[src/rtl/breakout_game_ctrl.sv]
// breakout_game_ctrl: phase sequencer, lives/level/BCD score and ball-step pacing for 8x8 breakout.
module breakout_game_ctrl #(
  parameter int LIVES_INIT    = 3,
  parameter int STEP_DIV_INIT = 3,
  parameter int HOLD_TICKS    = 20
) (
  input  logic       clk_i,
  input  logic       reset_i,
  input  logic       tick_i,
  input  logic       start_i,
  input  logic       throw_i,
  input  logic       ball_miss_i,
  input  logic       brick_hit_i,
  input  logic [4:0] bricks_left_i,
  output logic [2:0] phase_o,
  output logic       hands_on_o,
  output logic       ball_step_o,
  output logic       field_init_o,
  output logic [1:0] lives_o,
  output logic [2:0] level_o,
  output logic [3:0] score_ones_o,
  output logic [3:0] score_tens_o
);
  typedef enum logic [2:0] {IDLE = 3'd0, SERVE = 3'd1, PLAY = 3'd2, MISS = 3'd3, CLEAR = 3'd4, OVER = 3'd5} phase_e;
  phase_e state_q, state_d;
  logic [1:0] lives_q, lives_d;
  logic [2:0] level_q, level_d, step_div_q, step_div_d, step_cnt_q, step_cnt_d;
  logic [3:0] ones_q, ones_d, tens_q, tens_d;
  logic [7:0] hold_cnt_q, hold_cnt_d;
  logic       throw_q, hands_on_q, hands_on_d, ball_step_q, ball_step_d, field_init_q, field_init_d;
  logic       throw_rise, step_hit, hold_done, score_sat;
  logic [2:0] level_nx;
  assign throw_rise = throw_i & ~throw_q;
  assign step_hit   = tick_i && (step_cnt_q == step_div_q - 3'd1);
  assign hold_done  = tick_i && (hold_cnt_q == 8'(HOLD_TICKS - 1));
  assign score_sat  = (ones_q == 4'd9) && (tens_q == 4'd9);
  assign level_nx   = (level_q == 3'd7) ? 3'd7 : level_q + 3'd1;
  always_comb begin
    state_d      = state_q;
    lives_d      = lives_q;
    level_d      = level_q;
    step_div_d   = step_div_q;
    step_cnt_d   = step_cnt_q;
    ones_d       = ones_q;
    tens_d       = tens_q;
    hold_cnt_d   = hold_cnt_q;
    ball_step_d  = 1'b0;
    field_init_d = 1'b0;
    if (state_q != IDLE && !start_i) state_d = IDLE;
    else begin
      case (state_q)
        IDLE: if (start_i) begin
          state_d      = SERVE;
          field_init_d = 1'b1;
          lives_d      = 2'(LIVES_INIT);
          level_d      = 3'd1;
          ones_d       = 4'd0;
          tens_d       = 4'd0;
          step_div_d   = 3'(STEP_DIV_INIT);
        end
        SERVE: if (throw_rise) begin
          state_d    = PLAY;
          step_cnt_d = 3'd0;
        end
        PLAY: begin
          if (brick_hit_i && !score_sat) begin
            ones_d = (ones_q == 4'd9) ? 4'd0 : ones_q + 4'd1;
            tens_d = (ones_q == 4'd9) ? tens_q + 4'd1 : tens_q;
          end
          if (tick_i) step_cnt_d = step_hit ? 3'd0 : step_cnt_q + 3'd1;
          // clearing the field outranks a simultaneous miss; any transition swallows the step
          if (bricks_left_i == 5'd0) begin
            state_d      = CLEAR;
            level_d      = level_nx;
            step_div_d   = (level_nx >= 3'(STEP_DIV_INIT)) ? 3'd1 : 3'(STEP_DIV_INIT) - level_nx + 3'd1;
            field_init_d = 1'b1;
            hold_cnt_d   = 8'd0;
          end else if (ball_miss_i) begin
            state_d    = (lives_q > 2'd1) ? MISS : OVER;
            lives_d    = lives_q - 2'd1;
            hold_cnt_d = 8'd0;
          end else ball_step_d = step_hit;
        end
        MISS, CLEAR: if (tick_i) begin
          hold_cnt_d = hold_cnt_q + 8'd1;
          if (hold_done) state_d = SERVE;
        end
        default: ;
      endcase
    end
    hands_on_d = (state_d != PLAY) && (state_d != OVER);
  end
  always_ff @(posedge clk_i or posedge reset_i) begin
    if (reset_i) begin
      state_q      <= IDLE;
      lives_q      <= 2'(LIVES_INIT);
      level_q      <= 3'd1;
      step_div_q   <= 3'(STEP_DIV_INIT);
      step_cnt_q   <= 3'd0;
      ones_q       <= 4'd0;
      tens_q       <= 4'd0;
      hold_cnt_q   <= 8'd0;
      throw_q      <= 1'b0;
      hands_on_q   <= 1'b1;
      ball_step_q  <= 1'b0;
      field_init_q <= 1'b0;
    end else begin
      state_q      <= state_d;
      lives_q      <= lives_d;
      level_q      <= level_d;
      step_div_q   <= step_div_d;
      step_cnt_q   <= step_cnt_d;
      ones_q       <= ones_d;
      tens_q       <= tens_d;
      hold_cnt_q   <= hold_cnt_d;
      throw_q      <= throw_i;
      hands_on_q   <= hands_on_d;
      ball_step_q  <= ball_step_d;
      field_init_q <= field_init_d;
    end
  end
  assign phase_o      = state_q;
  assign hands_on_o   = hands_on_q;
  assign ball_step_o  = ball_step_q;
  assign field_init_o = field_init_q;
  assign lives_o      = lives_q;
  assign level_o      = level_q;
  assign score_ones_o = ones_q;
  assign score_tens_o = tens_q;
endmodule
[config.mk]
export PLATFORM = sky130hd
export DESIGN_NAME = breakout_game_ctrl
export DESIGN_NICKNAME = d
export VERILOG_FILES = /design/src/rtl/breakout_game_ctrl.sv
export SDC_FILE = /design/constraint.sdc
export NUM_CORES = 1
export LEC_CHECK = 0
export CORE_ASPECT_RATIO = 1.2
export CORE_UTILIZATION = 56
export CTS_BUF_LIST = sky130_fd_sc_hd__clkbuf_4
export DETAILED_ROUTE_END_ITERATION = 12
export PLACE_DENSITY = 0.82
export SLEW_MARGIN = 20
export SYNTH_ARGS = -nofsm -noshare
export SYNTH_HDL_FRONTEND = slang
export SYNTH_SLANG_ARGS = --single-unit
[constraint.sdc]
create_clock -name clk_i -period 2.51 [get_ports clk_i]
set_input_delay 0.3765 -clock clk_i [delete_from_list [all_inputs] [get_ports clk_i]]
set_output_delay 0.3765 -clock clk_i [all_outputs]
set_load 0.03 [all_outputs]
## Word-level counts from Yosys, hierarchy flattened

Cells that the tools add are included.

| storage, ports and cells | value |
|---|---|
| register bits after elaboration | 34 |

| cells by class | value |
|---|---|
| add/subtract/negate cells | 9 |
| order comparisons | 2 |
| equal/unequal tests | 21 |
| muxes and demuxes | 44 |
| bitwise gates (word level) | 3 |
| reduce and logical (&&, ||, !) cells | 21 |

Operator list:

| cell | number |
|---|---|
| 3-bit two-way mux | 17 |
| 8-bit two-way mux | 3 |
| 4-bit two-way mux | 5 |
| 2-bit inequality test (second input constant) | 9 |
| 3-bit case mux with 2 select lines | 3 |
| 4-bit case mux with 2 select lines | 2 |
| 8-bit case mux with 2 select lines | 1 |
| 4-bit AND reduction | 4 |
| 3-bit case mux with 4 select lines | 1 |
| 5-bit AND reduction | 2 |
| 3-bit by 1-bit adder with 3-bit output (second input constant) | 3 |
| 4-bit by 1-bit adder with 4-bit output (second input constant) | 2 |
| 8-bit by 1-bit adder with 8-bit output (second input constant) | 1 |
| 4-bit == test (second input constant) | 2 |
| 8-bit by 5-bit == test with 1-bit output (second input constant) | 1 |
| 1-bit two-way mux | 7 |
| 3-bit by 2-bit == test with 1-bit output (second input constant) | 2 |
| 3-bit == test (second input constant) | 2 |
| 1-bit logical AND | 6 |
| 2-bit two-way mux | 3 |
| 3-bit inequality test (second input constant) | 2 |
| 2-bit nonzero test | 3 |
| 5-bit logical NOT | 1 |
| 2-bit case mux with 2 select lines | 1 |
| 15 further kinds | 17 |

## Longest topological paths before layout

| logic depth | value |
|---|---|
| depth in word-level cells | 8 |
| depth in mapped cells | 8 |
| mapped depth without buffers | 7 |

## Worst setup path before layout

OpenSTA, ideal clock, no wires.

| timing path | value |
|---|---|
| path type | register -> register |
| from | register state_q[0] (netlist: phase_o[0]) |
| to | register tens_q[0] (netlist: score_tens_o[0]) |
| setup time | 0.125 ns |
| arrival | 1.907 ns |
| setup slack | 0.478 ns |
| cell stages (with the launch flop) | 7 |
| period minus slack after synthesis | 2.032 ns |
| cells stage by stage | dfrtp_1 > or3b_1 > clkbuf_1 > a21o_1 > clkbuf_1 > nor2_1 > mux2_2 |

| on the way | value |
|---|---|
| cells in the longest elaborated chain, start to end | 4 |

Ends and longest elaborated chain:

| item | line | RTL |
|---|---|---|
| start: declaration | 25 | `phase_e state_q, state_d;` |
| start signal: assignment | 108 | `state_q <= state_d;` |
| branches (longest 4 deep; another with 5-bit AND reduction) | n/a |  |
| end signal: assignment | 114 | `tens_q <= tens_d;` |
| end: declaration | 28 | `logic [3:0] ones_q, ones_d, tens_q, tens_d;` |

Several ways; the timed one is not identified.
A chain may end at the register's enable or synchronous reset.

## Final worst setup path

| timing path | value |
|---|---|
| from | input port bricks_left_i[0] |
| to | register hold_cnt_q[5] |

| on the way | value |
|---|---|
| cells in the longest elaborated chain, start to end | 3 |

Ends and longest elaborated chain:

| item | line | RTL |
|---|---|---|
| start: declaration | 14 | `input logic [4:0] bricks_left_i,` |
| 5-bit logical NOT (*) | 72 | `if (bricks_left_i == 5'd0) begin` |
| 3-bit inequality test (no line) / 8-bit two-way mux (equally long branches) | n/a |  |
| 4-bit AND reduction (no line) / 8-bit case mux with 2 select lines (equally long branches) | n/a |  |
| end signal: assignment | 115 | `hold_cnt_q <= hold_cnt_d;` |
| end: declaration | 29 | `logic [7:0] hold_cnt_q, hold_cnt_d;` |

Every way passes the cells marked *; elsewhere a longest branch is shown, timed or not.

==> results by stage <==
Clock network:
- The clock sink count is 34.
- The H-tree depth is 2.
- The post-CTS setup buffer count is 0.
- The clock transition at the registers of the reported paths is 0.10 ns.
- The root cell of the clock tree is sky130_fd_sc_hd__clkbuf_4.
- The worst-skew pair later-pin latency is 0.34 ns.
- The clock passes through at most 2 buffers.
- In this run, post-CTS repair resized a total of 0 instances.
- The number of hold buffers added after CTS was 0.
- The clock tree from TritonCTS is done.
- The clock buffer count from CTS is 5.

STA:
- The final clock period utilization by the worst path is 86.6%.
- The aggregate negative setup slack is 0 ns.
- The hold violation total from the final report came to 0.
- In this run the tightest slew margin relative to its limit is 65.6%.
- At the pin with the least slew margin, the transition time is 0.508 ns.
- Across the routed clock network, the largest skew measured is 0.00418 ns.
- The total count of max-transition violations in the final report was 0.
- Once routing completed, OpenROAD measured the worst setup slack at 0.336 ns.
- The maximum clock frequency is 460 MHz.
- The smallest hold slack is 0.426 ns.
- Setup violations remaining at the end of the flow were counted as 0.
- Setup repair after global routing left no endpoint under its margin.
- The worst path in the final design needs a cycle of 2.17 ns, including I/O delays and setup.

Global route:
- The global-route usage over all layers is 24.4%.
- The global routing met3 resource utilization is 5.29%.
- After global routing the overflow that remains totals 0.
- The first-pass GRT wire length is 7160 um.
- In this run the most used layer during global routing was met2.
- The number of antenna violations at the first check in global routing is 0.
- The number of global-route vias before repair was 1643.
- The maximum number of pins on one net before global-route repair is 35.
- The met2 track demand over resource is 42.1%.
- The met1 usage is 29.4%.

Die:
- The area of the die is 3890 um2.
- The die extent in y is 68.1 um.
- The core outline area is 3400 um2.
- The initial utilization of the core area, before any placement, comes to 60.1%.
- The overall die width is 57.1 um.
- The floorplan row count is 23.
- The total I/O pin count is 31.

Setup path:
- On the worst path, the slowest cell contributes a delay of 0.67 ns.
- The endpoint class of the critical path is a flop.
- STA classifies the critical path startpoint as a primary input.
- The arrival time reported for the critical path endpoint is 2.45 ns.
- The start-to-end type of the worst setup path is in2reg.
- Traced cell by cell, the critical path runs through clkdlybuf4s50_1 > or4_1 > o211ai_4 > nand3_4 > or4_4 > a21oi_2.
- In this run the worst path has a maximum fanout of 7.
- The largest individual stage delay along the critical path comes from the cell sky130_fd_sc_hd__or4_1.
- The required time at the endpoint of the critical path is 2.79 ns.

Synth:
- Sorting the synthesized cells by area gives the leading types as sky130_fd_sc_hd__dfrtp_1 (34%), sky130_fd_sc_hd__dfstp_2 (7.7%), sky130_fd_sc_hd__ha_1 (4.9%).
- In this run the cell area of the synthesized design comes to 2040 um2.
- The number of synthesis warnings is 0.
- Synthesis instantiated 55 different standard cells from the library.
- After synthesis the netlist holds a flip-flop and latch count of 34.
- Averaged over all synthesized cells, the footprint is 9.27 um2.
- The top cell type by area accounts for 34.4% of the synthesized area.
- When the netlist entered floorplanning its net count stood at 240.
- The cell count after synthesis came out at 220.
- sky130_fd_sc_hd__dfrtp_1 takes more of the synthesized area than any other cell.
- Of all flip-flops after synthesis, the portion carrying an async set or reset was 100%.
- The number of enable flip-flop cells after synthesis is 0.
- The most instantiated flip-flop cell in the synthesis netlist is sky130_fd_sc_hd__dfrtp_1.
- The sequential element share of the synthesized area is 42.1%.

Placement:
- Summing all placed instances gives a cell area of 2390 um2.
- The half-perimeter wire length of the detailed placement result is 3110 um.
- The placed cell count is 285.
- The setup slack at placement is -0.0200 ns.
- The number of buffers added on ports is 30.
- The congestion estimate from routability-driven global placement came to 0.856.

Finish:
- The area growth from synthesis to layout is 21.5%.
- Summing all non-filler instances in the final layout gives an area of 2480 um2.
- Measured on the finished design, the core utilization comes to 73.0%.
- After the last flow step, the layout net total stands at 275.
- The count of cells in the finished layout, fillers not included, comes to 293.
- In the final layout, the share of cells above drive strength 1 is 10.9%.
- 0 antenna diodes ended up in the layout.

Routing:
- In the routed layout, each cell is associated on average with a via count of 6.05.
- After detailed routing, the average wire length per cell comes to 14.3 um.
- Detailed routing inserted a total of 1774 vias.
- The first-pass detailed-route iteration total is 8.
- The count of routing violations after the opening detailed-route iteration is 70.
- The DRC violation count after routing is 3.
- Summed over all layers, the routed wires come to 4190 um.
- The number of antenna-violating nets in the routed design is 0.

Power and ir drop:
- The overall power after layout is 2.05 mW.
- The analysis attributes to cell leakage a power of 1.06 nW.
- Power spread over the standard cell area amounts to 826 nW/um2.
- The worst-case IR drop observed on VDD is 0.000512 V.

Run status:
- The final reports fail on DRC.
- The flow ran to the end, but the final reports show violations.

Flow run:
- The max-cap violation count is 0.

Min path:
- The path class of the tightest hold or removal check is in2async.
==> logic make-up (layout without fill, tap and decap cells) <==
| group | count (synthesis) | after routing | share of synthesized area [%] |
|---|---|---|---|
| AO/OA/AOI/OAI | 57 | 57 | 18.8 |
| XOR/XNOR | 7 | 7 | 3.68 |
| adder cells (fa/ha/maj) | 8 | 8 | 4.91 |
| buffers and inverters | 21 | 57 | 3.99 |
| flip-flops | 34 | 34 | 42.1 |
| multiplexers | 2 | 2 | 1.04 |
| AND/OR/NAND/NOR | 91 | 91 | 25.5 |
==> worst max-delay path, delay by kind of cell <==
family,cells,cell delay [ns]
AO/OA/AOI/OAI,2,0.41
buffers and inverters,1,0.39
AND/OR/NAND/NOR,3,1.28
==> per-layer routing <==
layer	part of all wire [%]	vias up
met5	0	-
met4	2.2	0
met3	3.3	7
met2	49	46
met1	46	853
li1	-	868
==> cell usage after synthesis, drive strengths merged (3+ instances only) <==
master,number
dfstp,6
nand2b,5
buf,3
nor2,19
inv,14
ha,8
a21o,4
nand2,13
nor2b,3
nand3,10
clkbuf,4
nor3,5
dfrtp,28
xnor2,4
nor4,3
o21ai,15
a21oi,17
o31ai,4
and2,5
or3,4
or4,4
nand4,6
==> path summary, 6_finish.rpt <==
kind                                       start         endpoint  slack (ns)  cells past startpoint
worst max register to register        phase_o[1]    hold_cnt_q[5]        0.47                      5
worst max-delay path            bricks_left_i[0]    hold_cnt_q[5]        0.34                      6
min in group clk_i                       throw_i          throw_q        0.51                      1
max in group asynchronous                reset_i       lives_o[0]        1.73                      3
worst min-delay path                     reset_i  score_tens_o[3]        0.43                      3
worst min register to register        lives_o[0]       lives_o[1]        0.52                      2
==> report_power, final <==
group / switching, mW / internal (mW) / total, mW / leakage, nW
Clock: 0.180 / 0.233 / 0.413 / 0.0463
Sequential: 0.138 / 0.656 / 0.795 / 0.445
Combinational: 0.489 / 0.350 / 0.839 / 0.571
==> cell type report <==
class                      instances  area, um2
multi-input combinational        165       1100
fill                             271        918
inverter                          14       52.6
tap                               37       46.3
timing repair buffer              35        338
clock inverter                     1       30.0
clock buffer                       7       52.6
sequential                        34        858
==> cell usage in the layout (no fill, tap or decap), drive strengths merged, types with 7 or more instances in the layout <==
cell           count
nand3             10
nor2              19
a21oi             17
clkdlybuf4s50     30
ha                 8
inv               14
nand2             13
dfrtp             28
clkbuf             7
o21ai             15
==> sequential cells by signal (all words and copies together) (netlist names) <==
| name | count |
|---|---|
| level_o | 3 |
| step_cnt_q | 3 |
| field_init_o | 1 |
| step_div_q | 3 |
| hold_cnt_q | 8 |
| lives_o | 2 |
| score_ones_o | 4 |
| ball_step_o | 1 |
| phase_o | 3 |
| hands_on_o | 1 |
| throw_q | 1 |
| score_tens_o | 4 |
Power figures use the tool's default switching activity.
